<file path="src/rtl/fib_pkg.sv">
// -----------------------------------------------------------------------------
// fib_pkg
// Shared types and constants for the Fibonacci-family term generator.
//   fib_mode_e  : seed selection carried on req_mode (encoding 3 is reserved
//                 and behaves as FIB)
//   fib_state_e : control FSM states of fib_seq_gen
//   LUCAS_T0/1  : seeds t(0), t(1) of the Lucas sequence
// -----------------------------------------------------------------------------
package fib_pkg;

    typedef enum logic [1:0] {
        FIB    = 2'd0,
        LUCAS  = 2'd1,
        CUSTOM = 2'd2
    } fib_mode_e;

    typedef enum logic [1:0] {
        IDLE = 2'd0,
        CALC = 2'd1,
        DONE = 2'd2
    } fib_state_e;

    localparam int unsigned LUCAS_T0 = 2;
    localparam int unsigned LUCAS_T1 = 1;

endpackage

</file>
<file path="src/rtl/fib_step.sv">
// -----------------------------------------------------------------------------
// fib_step
// One combinational step of the recurrence t(j+2) = t(j+1) + t(j), mod 2^N.
// Ports:
//   a, b   in  N : current pair (t(j), t(j+1))
//   a_nxt  out N : t(j+1)
//   b_nxt  out N : t(j+2), wrapped to N bits
//   carry  out 1 : carry out of the N-bit add (the true sum exceeded 2^N - 1)
// -----------------------------------------------------------------------------
module fib_step #(
    parameter int unsigned N = 16
) (
    input  logic [N-1:0] a,
    input  logic [N-1:0] b,
    output logic [N-1:0] a_nxt,
    output logic [N-1:0] b_nxt,
    output logic         carry
);

    assign a_nxt          = b;
    assign {carry, b_nxt} = {1'b0, a} + {1'b0, b};

endmodule

</file>
<file path="src/rtl/fib_seq_gen.sv">
// -----------------------------------------------------------------------------
// fib_seq_gen
// Request/response generator returning term t(k) of a Fibonacci-family
// sequence (FIB, LUCAS or user-seeded), modulo 2^N, with a sticky overflow flag.
// Ports:
//   clk        in  1     : rising-edge clock
//   rst        in  1     : asynchronous active-high reset
//   req_valid  in  1     : request present
//   req_ready  out 1     : request can be accepted (registered, IDLE only)
//   req_idx    in  IDX_W : term index k
//   req_mode   in  2     : fib_mode_e seed select (3 behaves as FIB)
//   req_seed0  in  N     : custom t(0), CUSTOM mode only
//   req_seed1  in  N     : custom t(1), CUSTOM mode only
//   rsp_valid  out 1     : result present (registered, DONE only)
//   rsp_ready  in  1     : consumer accepts the result
//   rsp_num    out N     : t(k) mod 2^N
//   rsp_ovf    out 1     : some term t(2)..t(k) exceeded 2^N - 1
// Latency: accept edge E0 -> rsp_valid on edge E(k+1).
// -----------------------------------------------------------------------------
module fib_seq_gen
    import fib_pkg::*;
#(
    parameter int unsigned N     = 16,
    parameter int unsigned IDX_W = 8
) (
    input  logic             clk,
    input  logic             rst,
    input  logic             req_valid,
    output logic             req_ready,
    input  logic [IDX_W-1:0] req_idx,
    input  logic [1:0]       req_mode,
    input  logic [N-1:0]     req_seed0,
    input  logic [N-1:0]     req_seed1,
    output logic             rsp_valid,
    input  logic             rsp_ready,
    output logic [N-1:0]     rsp_num,
    output logic             rsp_ovf
);

    fib_state_e       state_q, state_d;
    logic [N-1:0]     a_q, a_d;
    logic [N-1:0]     b_q, b_d;
    logic [IDX_W-1:0] cnt_q, cnt_d;
    logic             ovf_q, ovf_d;
    logic [N-1:0]     rsp_num_q, rsp_num_d;
    logic             rsp_ovf_q, rsp_ovf_d;
    logic             req_ready_q;
    logic             rsp_valid_q;

    logic [N-1:0]     seed0;
    logic [N-1:0]     seed1;
    logic [N-1:0]     step_a;
    logic [N-1:0]     step_b;
    logic             step_carry;
    logic             accept;

    // req_ready_q is only ever high in IDLE, so it alone qualifies acceptance.
    assign accept = req_valid & req_ready_q;

    // ------------------------------------------------------------------
    // Seed selection; only consulted on the accept edge.
    // ------------------------------------------------------------------
    always_comb begin
        seed0 = '0;
        seed1 = N'(1);
        case (req_mode)
            LUCAS: begin
                seed0 = N'(LUCAS_T0);
                seed1 = N'(LUCAS_T1);
            end
            CUSTOM: begin
                seed0 = req_seed0;
                seed1 = req_seed1;
            end
            default: begin
                // FIB and the reserved encoding.
                seed0 = '0;
                seed1 = N'(1);
            end
        endcase
    end

    fib_step #(
        .N (N)
    ) u_step (
        .a     (a_q),
        .b     (b_q),
        .a_nxt (step_a),
        .b_nxt (step_b),
        .carry (step_carry)
    );

    // ------------------------------------------------------------------
    // Next-state logic.
    // Invariant in CALC after j steps: a = t(j), b = t(j+1), cnt = k - j.
    // The step taken with cnt = c produces t(k - c + 2), so only carries seen
    // while cnt >= 2 belong to terms t(2)..t(k); later ones are discarded.
    // ------------------------------------------------------------------
    always_comb begin
        state_d   = state_q;
        a_d       = a_q;
        b_d       = b_q;
        cnt_d     = cnt_q;
        ovf_d     = ovf_q;
        rsp_num_d = rsp_num_q;
        rsp_ovf_d = rsp_ovf_q;

        case (state_q)
            IDLE: begin
                if (accept) begin
                    a_d     = seed0;
                    b_d     = seed1;
                    cnt_d   = req_idx;
                    ovf_d   = 1'b0;
                    state_d = CALC;
                end
            end
            CALC: begin
                if (cnt_q != '0) begin
                    a_d   = step_a;
                    b_d   = step_b;
                    cnt_d = cnt_q - IDX_W'(1);
                    if (step_carry && (cnt_q > IDX_W'(1))) begin
                        ovf_d = 1'b1;
                    end
                end else begin
                    rsp_num_d = a_q;
                    rsp_ovf_d = ovf_q;
                    state_d   = DONE;
                end
            end
            DONE: begin
                if (rsp_ready) begin
                    state_d = IDLE;
                end
            end
            default: begin
                state_d = IDLE;
            end
        endcase
    end

    // ------------------------------------------------------------------
    // State and output registers. The handshake flags are registered
    // decodes of the next state so they are low throughout reset and
    // req_ready only rises on the first clock after release.
    // ------------------------------------------------------------------
    always_ff @(posedge clk or posedge rst) begin
        if (rst) begin
            state_q     <= IDLE;
            a_q         <= '0;
            b_q         <= '0;
            cnt_q       <= '0;
            ovf_q       <= 1'b0;
            rsp_num_q   <= '0;
            rsp_ovf_q   <= 1'b0;
            req_ready_q <= 1'b0;
            rsp_valid_q <= 1'b0;
        end else begin
            state_q     <= state_d;
            a_q         <= a_d;
            b_q         <= b_d;
            cnt_q       <= cnt_d;
            ovf_q       <= ovf_d;
            rsp_num_q   <= rsp_num_d;
            rsp_ovf_q   <= rsp_ovf_d;
            req_ready_q <= (state_d == IDLE);
            rsp_valid_q <= (state_d == DONE);
        end
    end

    assign req_ready = req_ready_q;
    assign rsp_valid = rsp_valid_q;
    assign rsp_num   = rsp_num_q;
    assign rsp_ovf   = rsp_ovf_q;

endmodule
</file>
<file path="config.mk">
export PLATFORM = sky130hd
export DESIGN_NAME = fib_seq_gen
export DESIGN_NICKNAME = d
export VERILOG_FILES = /design/src/rtl/fib_pkg.sv /design/src/rtl/fib_step.sv /design/src/rtl/fib_seq_gen.sv
export SDC_FILE = /design/constraint.sdc
export NUM_CORES = 1
export LEC_CHECK = 0
export BUFFER_PORTS_ARGS = -buffer_cell sky130_fd_sc_hd__buf_2
export CORE_UTILIZATION = 57
export CTS_CLUSTER_SIZE = 10
export DETAILED_ROUTE_END_ITERATION = 7
export GPL_TIMING_DRIVEN = 0
export HOLD_SLACK_MARGIN = 0.12
export PLACE_DENSITY = 0.81
export SLEW_MARGIN = 20
export SYNTH_ARGS = -nofsm -noshare
export SYNTH_HDL_FRONTEND = slang
export SYNTH_SLANG_ARGS = --single-unit
</file>
<file path="constraint.sdc">
create_clock -name clk -period 2.9 [get_ports clk]
set_input_delay 0.29 -clock clk [delete_from_list [all_inputs] [get_ports clk]]
set_output_delay 0.29 -clock clk [all_outputs]
set_load 0.05 [all_outputs]
</file>
[Word level (Yosys, flattened, before mapping)]
Index checks and enable logic that the tools add are counted.
Word-level totals
  register bits after elaboration: 62
  input bits: 46
  logic and storage cells: 49
  output and inout bits: 19
Cells by class
  muxes and demuxes: 19
  magnitude comparators: 1
  $add $sub $neg: 2
  reductions and logical operators: 8
  bitwise gates (word level): 2
  equality and inequality tests: 8
Operators by type and width (number)
  one-hot mux 16 bit (2 select lines): 3
  2-to-1 mux 16 bit: 5
  adder 16 x 16 -> 17 bit: 1
  2-to-1 mux 8 bit: 2
  one-hot mux 8 bit (2 select lines): 1
  > comparator 8 x 1 -> 1 bit, second input constant: 1
  nonzero test 8 bit: 1
  subtractor 8 x 1 -> 8 bit, second input constant: 1
  equality test 2 bit, second input constant: 3
  2-to-1 mux 2 bit: 3
  != test 2 bit, second input constant: 3
  one-hot mux 2 bit (3 select lines): 1
  equality test 2 x 1 -> 1 bit, second input constant: 2
  zero test 2 bit: 2
  AND reduction 4 bit: 1
  2-to-1 mux 1 bit: 3
  AND reduction 3 bit: 1
  one-hot mux 1 bit (2 select lines): 1
  AND reduction 2 bit: 1
  nonzero test 2 bit: 1
  bitwise AND 1 bit: 1
  logical AND 1 bit: 1
  NOT 1 bit: 1

[Depth between registers and ports, before layout]
Gate-level depths: netlist of run 1.
  depth after elaboration: 5
  gate-level depth with buffers: 11
  gate-level depth less buffers: 9

[Cells and area by module]
A second synthesis of run 1 with hierarchy kept.
Unflattened totals
  cells, all modules: 428
  area total of the unflattened synthesis: 3925.0 µm²
By module, submodules not included
  fib_seq_gen: times used 1, area each 2949.1 µm², cells each 302, seq. area each 1551.5 µm²
  fib_step: times used 1, area each 975.9 µm², cells each 126, seq. area each 0.0 µm²

[Worst setup path after synthesis of run 1]
OpenSTA, ideal clock, no wires.
  path type: reg2reg
  start: register a_q[0]
  end: register ovf_q
  data arrival time: 2.137 ns
  required time: 2.835 ns
  library setup time: 0.065 ns
  stages on the path, launching flop included: 10
  slack: 0.698 ns
  path buffers: 0
  period minus slack after synthesis: 2.202 ns
  cells stage by stage: dfrtp_1 -> ha_1 -> inv_1 -> fa_1 -> nor2b_4 -> o211a_1 -> o31a_1 -> a41oi_2 -> a2111oi_0 -> a211o_1
On the way
  longest elaborated chain between the ends: 4
RTL lines
  start, declared: RTL line fib_seq_gen.sv:41  | logic [N-1:0] a_q, a_d;
  start signal, assigned: RTL line fib_seq_gen.sv:151  | a_q <= '0;
  start signal, assigned: RTL line fib_seq_gen.sv:161  | a_q <= a_d;
  adder 16 x 16 -> 17 bit: RTL line fib_step.sv:21  | assign {carry, b_nxt} = {1'b0, a} + {1'b0, b};
  logical AND 1 bit: RTL line fib_seq_gen.sv:123  | if (step_carry && (cnt_q > IDX_W'(1))) begin
  != test 2 bit (no source line)
  AND reduction 4 bit (no source line)
  end signal, assigned: RTL line fib_seq_gen.sv:164  | ovf_q <= ovf_d;
  end, declared: RTL line fib_seq_gen.sv:44  | logic ovf_q, ovf_d;
No other way between the ends.
A chain may end at the register's enable or synchronous reset.

[Worst setup path after layout of run 1]
Ends and elaborated chain as after synthesis.

==> results_dict.tcl, run 1 <==
set metrics [dict create \
    ys.flop_type "dfrtp_1" \
    post_drt_via_cell_ratio 6.23 \
    yosys_warnings 0 \
    cp-end-kind "flip-flop" \
    layout_min_cycle_time_ns 2.66 \
    cts_buffer_depth 2 \
    fmax_ghz 0.376 \
    avgSynthCellArea_um2 9.36 \
    syn_inst 408 \
    core-area_mm2 0.00642 \
    slowest_delay_ns 0.52 \
    fillers 513 \
    cts_resized 0 \
    synth_edf_count 0 \
    yosys_register_bits 62 \
    antenna_found_initial 0 \
    first_iter_violations 218 \
    layout-drive-gt1-share 0.249 \
    hold_depth 2 \
    grt_use_met1 0.410 \
    cts_setup_buffers 0 \
    setup_tns_ns 0 \
    place_area_mm2 0.00426 \
    drt_first_pass_iters 7 \
    grt_busiest_layer "met2" \
    grt_max_degree 34 \
    slew_headroom 0.569 \
    leakage_uw 0.00217 \
    fin_skew_ns 0.0148 \
    tritoncts "done" \
    rr_worst_depth 9 \
    rows 29 \
    crit_fanout 4 \
    r2r_start "a_q[0]$_DFFE_PP0P_" \
    outcome "finished, violations left" \
    hold_path_end "rsp_valid$_DFF_PP0_" \
    start_util 0.594 \
    cp-start-kind "flip-flop" \
    layout.nets 552 \
    hold_viol_final 0 \
    met2_usage 0.531 \
    vias 3533 \
    fin_ws_ns 0.243 \
    crit_required_ns 3.19 \
    holdCritPathClass "input port to flip-flop" \
    area_delta_synth_final_pct 17.2 \
    setup_violations 0 \
    rsz0062_at_grt "false" \
    ant_nets 0 \
    grt_pass1_vias 3511 \
    wl_per_cell_um 18.9 \
    path_cells "ha_1 > inv_1 > fa_1 > nor2b_4 > o211a_1 > o31a_1 > a41oi_2 > a2111oi_0 > a211o_1" \
    fp.dieW_um 83.8 \
    hpwlAfterDp_um 7700 \
    drv_cap 0 \
    synthesis.nets 475 \
    ios 65 \
    drc 12 \
    min_from "rsp_ready" \
    slew_violations 0 \
    finalCritPeriodShare 0.916 \
    peakVddDrop_mv 0.656 \
    clk_pin_slew_worst_paths_ns 0.08 \
    synth_cell_type_count 64 \
    fin_area_mm2 0.00447 \
    cts-root-buf "clkbuf_8" \
    final_cell_mix "66 x buf_2, 62 x dfrtp_1, 44 x nor2_1" \
    p_per_area_mw_per_mm2 1380 \
    yosysSeqAreaShare 0.406 \
    post-place-ws_ns 0.292 \
    h-tree-depth 3 \
    p_total_uw 6170 \
    violations "DRC" \
    grt.met3_usage 0.0702 \
    critPathArrivalTime_ns 2.95 \
    die_y_um 83.8 \
    grt.total_usage 0.327 \
    cts_sinks 62 \
    reg2reg_to "ovf_q$_DFFE_PP0P_" \
    cts_buffers 9 \
    path_class "flip-flop to flip-flop" \
    syn-cell-area_mm2 0.00382 \
    hold_slack_ns 0.165 \
    clk_latency_ns 0.36 \
    grt_overflow 0 \
    async_flop_share 1.00 \
    worst_slew_pin_slew_ns 0.643 \
    grt_pass1_wl_um 17400 \
    r2r_slack_ns 0.24 \
    diodes 0 \
    cp_slowest_cell "a2111oi_0" \
    gp_congestion 0.934 \
    finalWirelength_um 10700 \
    portBuffers 64 \
    die-area_mm2 0.00703 \
    mostFrequentLayoutCell "buf_2" \
]
-- power by group --
group | leakage [uW] | switching, uW | internal (uW)
logic | 0.00131 | 2290 | 1490
registers | 0.000765 | 316 | 1260
clock network | 0.0000951 | 389 | 424
-- metal layers --
metal  routed length (um)  vias to the layer above  share of wire
li1                     -                     1643              -
met1                 4570                     1714           0.43
met2                 5140                      142           0.48
met3                  680                       34          0.063
met4                  350                        0          0.033
met5                    0                        -              0
-- how the worst max path moves through the flow --
stage	from	to	slack [ns]	cells after the start
after floorplan	a_q[0]$_DFFE_PP0P_	ovf_q$_DFFE_PP0P_	0.70	9
after global placement	a_q[0]$_DFFE_PP0P_	ovf_q$_DFFE_PP0P_	0.27	9
after detailed placement	a_q[0]$_DFFE_PP0P_	ovf_q$_DFFE_PP0P_	0.29	9
after CTS	a_q[0]$_DFFE_PP0P_	ovf_q$_DFFE_PP0P_	0.23	9
after global routing	a_q[0]$_DFFE_PP0P_	ovf_q$_DFFE_PP0P_	0.10	9
final	a_q[0]$_DFFE_PP0P_	ovf_q$_DFFE_PP0P_	0.24	9
-- worst max-delay path: cells and delay by family, from the launching register on --
family | cells | cell delay (ns)
AOI/OAI and AO/OA | 5 | 1.32
adders and majority gates | 2 | 0.64
buffers and inverters | 1 | 0.06
DFF | 1 | 0.39
and+or+nand+nor | 1 | 0.17
-- per-stage QoR --
stage | utilization | std cells
6_report | 0.697 | 567
5_1_grt | 0.697 | 567
4_1_cts | 0.697 | 567
3_5_place_dp | 0.663 | 550
3_3_place_gp | 0.659 | 549
2_1_floorplan | - | 408
-- flip-flops by register name, indices dropped and copies added (netlist names) --
| register | flops |
|---|---|
| rsp_valid | 1 |
| ovf_q | 1 |
| b_q | 16 |
| rsp_num | 16 |
| req_ready | 1 |
| cnt_q | 8 |
| rsp_ovf | 1 |
| a_q | 16 |
| state_q | 2 |
-- kinds of logic after synthesis --
kind of cell / after synthesis / synth area share
muxes: 18 / 0.0682
xor gates and xnor gates: 6 / 0.0138
AOI/OAI and AO/OA: 118 / 0.200
DFF: 62 / 0.406
buffers and inverters: 37 / 0.0518
adders and majority gates: 21 / 0.0708
and+or+nand+nor: 146 / 0.189
-- cells in the mapped netlist, types with 3 or more instances --
master / count / area (um^2)
dfrtp_1: 62 / 1550
nor2_1: 44 / 165
a21oi_1: 32 / 160
nand2_1: 32 / 120
nand3_1: 27 / 135
o21ai_0: 27 / 135
a31oi_1: 21 / 131
ha_1: 20 / 250
clkbuf_1: 17 / 63.8
mux2_4: 16 / 240
inv_1: 9 / 33.8
nor3_1: 8 / 40.0
buf_6: 7 / 78.8
nand4_1: 7 / 43.8
a21o_1: 6 / 45.0
a211oi_1: 4 / 30.0
and3_1: 4 / 25.0
nor2b_1: 4 / 25.0
xor2_1: 4 / 35.0
nand2b_1: 3 / 18.8
-- cell type report --
class / count / area, um^2 / share of cell area
Buffer: 27 / 160 / 0.0358
Clock buffer: 10 / 138 / 0.0308
Clock inverter: 6 / 70.1 / 0.0157
Inverter: 10 / 40.0 / 0.00895
Multi-Input combinational cell: 309 / 2070 / 0.462
Sequential cell: 62 / 1550 / 0.347
Tap cell: 77 / 96.3 / 0.0215
Timing Repair Buffer: 66 / 350 / 0.0783
-- repair_timing --
action,in CTS,in global routing
endpoints found under the hold margin,29,0
setup endpoints to repair,0,0
hold buffers,1,0
(Power assumes the default switching activity.)
==> run 2, diff against run 1 <==
Settings changed: CORE_MARGIN set to 1, PLACE_DENSITY 0.81 to not set, PLACE_DENSITY_LB_ADDON set to 0.2.
==> run 2 against run 1 <==
  * The flow still finishes with violations (DRC)
  * Sequential power about the same
  * Highest routed layer unchanged
  * Sequential cell count unchanged
  * Cell count unchanged
  * Combinational power about the same
  * Non-clock buffer count unchanged
  * Critical endpoint unchanged
  * Maximum frequency about the same
  * Sequential share of layout area down 0.48 points
  * Utilization up 0.97 points
  * Register-to-register slack about the same
  * Count of clock-buffer cells in the layout down 1
  * Wire length down 5.3%
==> results_dict.tcl, run 2 (synthesis results as in run 1) <==
set metrics [dict create \
    cts_buffers 9 \
    holdCritPathClass "input port to flip-flop" \
    layout-drive-gt1-share 0.249 \
    p_per_area_mw_per_mm2 1400 \
    finalCritPeriodShare 0.916 \
    fillers 516 \
    area_delta_synth_final_pct 18.8 \
    leakage_uw 0.00221 \
    core-area_mm2 0.00642 \
    tritoncts "done" \
    reg2reg_to "ovf_q$_DFFE_PP0P_" \
    fmax_ghz 0.376 \
    hold_slack_ns 0.174 \
    crit_required_ns 3.18 \
    clk_pin_slew_worst_paths_ns 0.09 \
    grt_overflow 0 \
    fin_skew_ns 0.0181 \
    worst_slew_pin_slew_ns 0.625 \
    grt_pass1_wl_um 16800 \
    h-tree-depth 3 \
    hold_path_end "rsp_valid$_DFF_PP0_" \
    layout_min_cycle_time_ns 2.66 \
    r2r_start "a_q[0]$_DFFE_PP0P_" \
    grt_pass1_vias 3434 \
    rows 29 \
    outcome "finished, violations left" \
    ant_nets 0 \
    wl_per_cell_um 17.9 \
    portBuffers 64 \
    violations "DRC" \
    post_drt_via_cell_ratio 6.08 \
    cp-end-kind "flip-flop" \
    crit_fanout 4 \
    drv_cap 0 \
    cts_setup_buffers 0 \
    finalWirelength_um 10200 \
    min_from "rsp_ready" \
    peakVddDrop_mv 0.718 \
    slew_violations 0 \
    hold_depth 2 \
    start_util 0.594 \
    grt_max_degree 35 \
    cts_buffer_depth 2 \
    hold_viol_final 0 \
    drc 12 \
    cts-root-buf "clkbuf_8" \
    cts_sinks 62 \
    ios 65 \
    clk_latency_ns 0.35 \
    r2r_slack_ns 0.24 \
    fp.dieW_um 83.8 \
    path_cells "ha_1 > inv_1 > fa_1 > nor2b_4 > o211a_1 > o31a_1 > a41oi_2 > a2111oi_0 > a211o_1" \
    cp-start-kind "flip-flop" \
    layout.nets 552 \
    diodes 0 \
    setup_tns_ns 0 \
    rsz0062_at_grt "false" \
    final_cell_mix "66 x buf_2, 62 x dfrtp_1, 44 x nor2_1" \
    mostFrequentLayoutCell "buf_2" \
    setup_violations 0 \
    hpwlAfterDp_um 7280 \
    die-area_mm2 0.00703 \
    rr_worst_depth 9 \
    die_y_um 83.8 \
    grt.total_usage 0.310 \
    cp_slowest_cell "a2111oi_0" \
    cts_resized 0 \
    gp_congestion 0.901 \
    slew_headroom 0.581 \
    slowest_delay_ns 0.53 \
    antenna_found_initial 0 \
    path_class "flip-flop to flip-flop" \
    first_iter_violations 202 \
    drt_first_pass_iters 6 \
    critPathArrivalTime_ns 2.94 \
    vias 3445 \
]
## run 2: changes by cell type in the layout (fill, tap and decap cells not counted), sizes merged
cell      before  now
clkinv         1    3
clkbuf        27   26
inv           11   10
clkinvlp       3    0
bufinv         1    4
## run 2: power breakdown
| group | internal [uW] | total, uW | leakage [uW] | switching, uW |
|---|---|---|---|---|
| logic | 1490 | 3760 | 0.00131 | 2270 |
| clock network | 662 | 1030 | 0.000134 | 370 |
| registers | 1260 | 1560 | 0.000765 | 302 |
| total | 3410 | 6350 | 0.00221 | 2940 |
## run 2: layout make-up
class                           count  area (um^2)  area share
Clock buffer                        9          124      0.0273
Tap cell                           77         96.3      0.0212
Sequential cell                    62         1550       0.342
Clock inverter                      7          146      0.0323
Timing Repair Buffer               66          350      0.0772
Buffer                             27          160      0.0353
Inverter                           10         40.0     0.00883
Multi-Input combinational cell    309         2070       0.456
## run 2: routing by layer
| layer | global-route usage | share of wire | up-vias |
|---|---|---|---|
| met5 | 0 | 0 | - |
| li1 | - | - | 1638 |
| met1 | 0.404 | 0.45 | 1656 |
| met4 | 0.143 | 0.023 | 0 |
| met3 | 0.0514 | 0.057 | 24 |
| met2 | 0.504 | 0.47 | 127 |
## run 2: worst max-delay path by stage
stage	start	endpoint	slack (ns)
final	a_q[0]$_DFFE_PP0P_	ovf_q$_DFFE_PP0P_	0.24
after global routing	a_q[0]$_DFFE_PP0P_	ovf_q$_DFFE_PP0P_	0.08
after CTS	a_q[0]$_DFFE_PP0P_	ovf_q$_DFFE_PP0P_	0.23
after detailed placement	a_q[0]$_DFFE_PP0P_	ovf_q$_DFFE_PP0P_	0.28
after global placement	a_q[0]$_DFFE_PP0P_	ovf_q$_DFFE_PP0P_	0.28
after floorplan	a_q[0]$_DFFE_PP0P_	ovf_q$_DFFE_PP0P_	0.70
## run 2: critical path, delay by kind of cell, from the launching register on
kind	cells	cell delay (ns)
buf+inv	1	0.06
fa+ha+maj	2	0.64
flops	1	0.39
simple gates	1	0.15
compound gates	5	1.34
## run 2: repair_timing
action                     CTS  global route
hold endpoints to repair    28             0
hold buffers                 1             0
setup endpoints to repair    0             0
## run 2: metrics by stage
| stage | cells | total power (uW) | area (um^2) | setup WS, ns | utilization |
|---|---|---|---|---|---|
| 6_report | 567 | 6350 | 4540 | 0.243 | 0.706 |
| 5_1_grt | 567 | 6800 | 4540 | 0.0813 | 0.706 |
| 4_1_cts | 567 | 6310 | 4540 | 0.229 | 0.706 |
| 3_5_place_dp | 550 | 5240 | 4260 | 0.284 | 0.663 |
| 3_3_place_gp | 549 | 5150 | 4230 | 0.280 | 0.659 |
| 2_1_floorplan | 408 | 4370 | 3820 | 0.698 | - |
==> run 3, diff against run 2 <==
Settings changed: ABC_AREA set to 1.
==> run 3 against run 2 <==
  * The run now ends clean
  * Clock power is 16% lower
  * Largest cell class unchanged
  * Count of clock-buffer cells in the layout is 2 higher
  * Cell count is 20% higher
  * First-iteration DRC count is 23% higher
  * Critical path depth stayed put
  * Sequential power hardly changed
  * Non-clock buffer count is 8 lower
==> results_dict.tcl, run 3 <==
set metrics [dict create \
    cts-root-buf "clkbuf_8" \
    ant_nets 0 \
    slew_headroom 0.550 \
    mostFrequentLayoutCell "nand2_1" \
    yosys_register_bits 62 \
    fmax_ghz 0.491 \
    hold_viol_final 0 \
    pwr-share-clk 0.142 \
    synth_edf_count 0 \
    cp-end-kind "flip-flop" \
    synthTopCellsByArea "dfrtp_1 41%, nand2_1 17%, inv_1 6.9%, ha_1 6.6%, o21ai_0 5.3%" \
    slew_violations 0 \
    cts_sinks 62 \
    antenna_found_initial 0 \
    cts_buffer_depth 2 \
    crit_fanout 10 \
    switching_power_uw 3080 \
    p_seq_frac 0.253 \
    p_sw_frac 0.504 \
    cts_resized 0 \
    clk_pin_slew_worst_paths_ns 0.07 \
    synthesis.nets 590 \
    avgSynthCellArea_um2 7.26 \
    grt_overflow 0 \
    ys.flop_type "dfrtp_1" \
    fin_cells 682 \
    drt_first_pass_iters 6 \
    path_class "flip-flop to flip-flop" \
    post_drt_via_cell_ratio 5.42 \
    setup_violations 0 \
    grt_max_degree 54 \
    synth_top_cell_by_area "dfrtp_1" \
    grt.total_usage 0.308 \
    fp.dieW_um 83.6 \
    p_int_uw 3040 \
    start_util 0.594 \
    final_util 0.702 \
    area_delta_synth_final_pct 18.1 \
    critPathArrivalTime_ns 2.22 \
    fin_skew_ns 0.00713 \
    vias 3699 \
    layout.nets 668 \
    outcome "complete, no violations" \
    die_y_um 83.6 \
    cp-start-kind "flip-flop" \
    setup_tns_ns 0 \
    clk_latency_ns 0.35 \
    crit_required_ns 3.09 \
    p_per_area_mw_per_mm2 1360 \
    reg2reg_to "cnt_q[2]$_DFFE_PP0P_" \
    cts_buffers 9 \
    yosysMostFrequentCell "nand2_1" \
    synth_cell_type_count 30 \
    rsz0062_at_grt "false" \
    syn_inst 523 \
    syn-cell-area_mm2 0.00380 \
    fin_ws_ns 0.863 \
    gp_congestion 0.876 \
    synth_top_area_frac 0.409 \
    crit_start "cnt_q[0]$_DFFE_PP0P_" \
    ios 65 \
    async_flop_share 1.00 \
    hpwlAfterDp_um 7260 \
    final_cell_mix "168 x nand2_1, 69 x inv_1, 67 x buf_2" \
    first_iter_violations 248 \
    h-tree-depth 3 \
    yosys_warnings 0 \
    post-place-ws_ns 0.912 \
    layout-drive-gt1-share 0.160 \
    core-area_mm2 0.00639 \
    r2r_slack_ns 0.86 \
    leakage_uw 0.00245 \
    drc 0 \
    die-area_mm2 0.00699 \
    pwr-share-comb 0.604 \
    finalCritPeriodShare 0.702 \
    diodes 0 \
    grt_pass1_vias 3538 \
    finalWirelength_um 10000 \
    hold_buffers 2 \
    cts_setup_buffers 0 \
    r2r_start "cnt_q[0]$_DFFE_PP0P_" \
    rows 29 \
    synth_common_cells "168 x nand2_1, 70 x inv_1, 62 x dfrtp_1" \
    drv_cap 0 \
    layout_min_cycle_time_ns 2.04 \
    dp.cells 665 \
    portBuffers 64 \
    wl_per_cell_um 14.7 \
    yosysSeqAreaShare 0.409 \
    tritoncts "done" \
    rr_worst_depth 9 \
    critPathCapture "cnt_q[2]$_DFFE_PP0P_" \
    grt_pass1_wl_um 16800 \
    peakVddDrop_mv 0.807 \
    holdCritPathClass "input port to flip-flop" \
    worst_slew_pin_slew_ns 0.675 \
]
[run 3: kinds of logic after synthesis]
family | share of synthesized area
AND/OR/NAND/NOR | 0.268
AO/OA/AOI/OAI | 0.143
buffers and inverters | 0.0969
flip-flops | 0.409
adder cells (fa/ha/maj) | 0.0712
XOR/XNOR | 0.0115
[run 3: final cells by class]
cell class / instances / area (um^2)
Buffer: 18 / 97.6
Clock inverter: 4 / 70.1
Inverter: 72 / 273
Timing Repair Buffer: 67 / 368
Multi-Input combinational cell: 371 / 1880
Clock buffer: 11 / 151
Tap cell: 77 / 96.3
Sequential cell: 62 / 1550
Fill cell: 560 / 1900
[run 3: critical path, cell delays in order, from the launching register on]
cell      delay, ns
dfrtp_1        0.37
inv_1          0.08
ha_1           0.22
inv_1          0.10
nor3_4         0.06
nand2_2        0.11
nand2_1        0.10
nand2_2        0.15
clkbuf_1       0.49
a22oi_1        0.19
[run 3: routing by layer]
layer,up-vias,wire (um),track usage
met1,1705,4420,0.415
met2,138,4700,0.486
met5,-,0,0
met4,0,200,0.131
met3,21,684,0.0574
li1,1835,-,-
[run 3: through the flow]
step | total power [uW] | instance area (um^2) | hold slack, ns
after floorplan | 4300 | 3800 | 0.376
after global placement | 5070 | 4210 | 0.457
after detailed placement | 5180 | 4240 | 0.211
after CTS | 6070 | 4480 | 0.192
after global routing | 6680 | 4480 | 0.210
final | 6120 | 4480 | 0.197
[run 3: worst min-delay path by stage]
stage	slack [ns]	start	end	cells after the start
finish	0.20	req_seed0[11]	a_q[11]$_DFFE_PP0P_	3
global route	0.21	req_seed0[11]	a_q[11]$_DFFE_PP0P_	3
CTS	0.19	req_seed0[11]	a_q[11]$_DFFE_PP0P_	3
detailed placement	0.21	rst	rsp_num[11]$_DFFE_PP0P_	2
global placement	0.46	rsp_num[12]$_DFFE_PP0P_	rsp_num[12]$_DFFE_PP0P_	2
floorplan	0.38	rsp_ready	rsp_valid$_DFF_PP0_	1
[run 3: power by group through the flow]
| stage | sequential, uW | clock, uW | combinational [uW] |
|---|---|---|---|
| final | 1550 | 870 | 3700 |
| after global routing | 1600 | 903 | 4180 |
| after CTS | 1550 | 874 | 3650 |
| after detailed placement | 1560 | 0 | 3620 |
| after global placement | 1540 | 0 | 3530 |
| after floorplan | 1850 | 0 | 2450 |
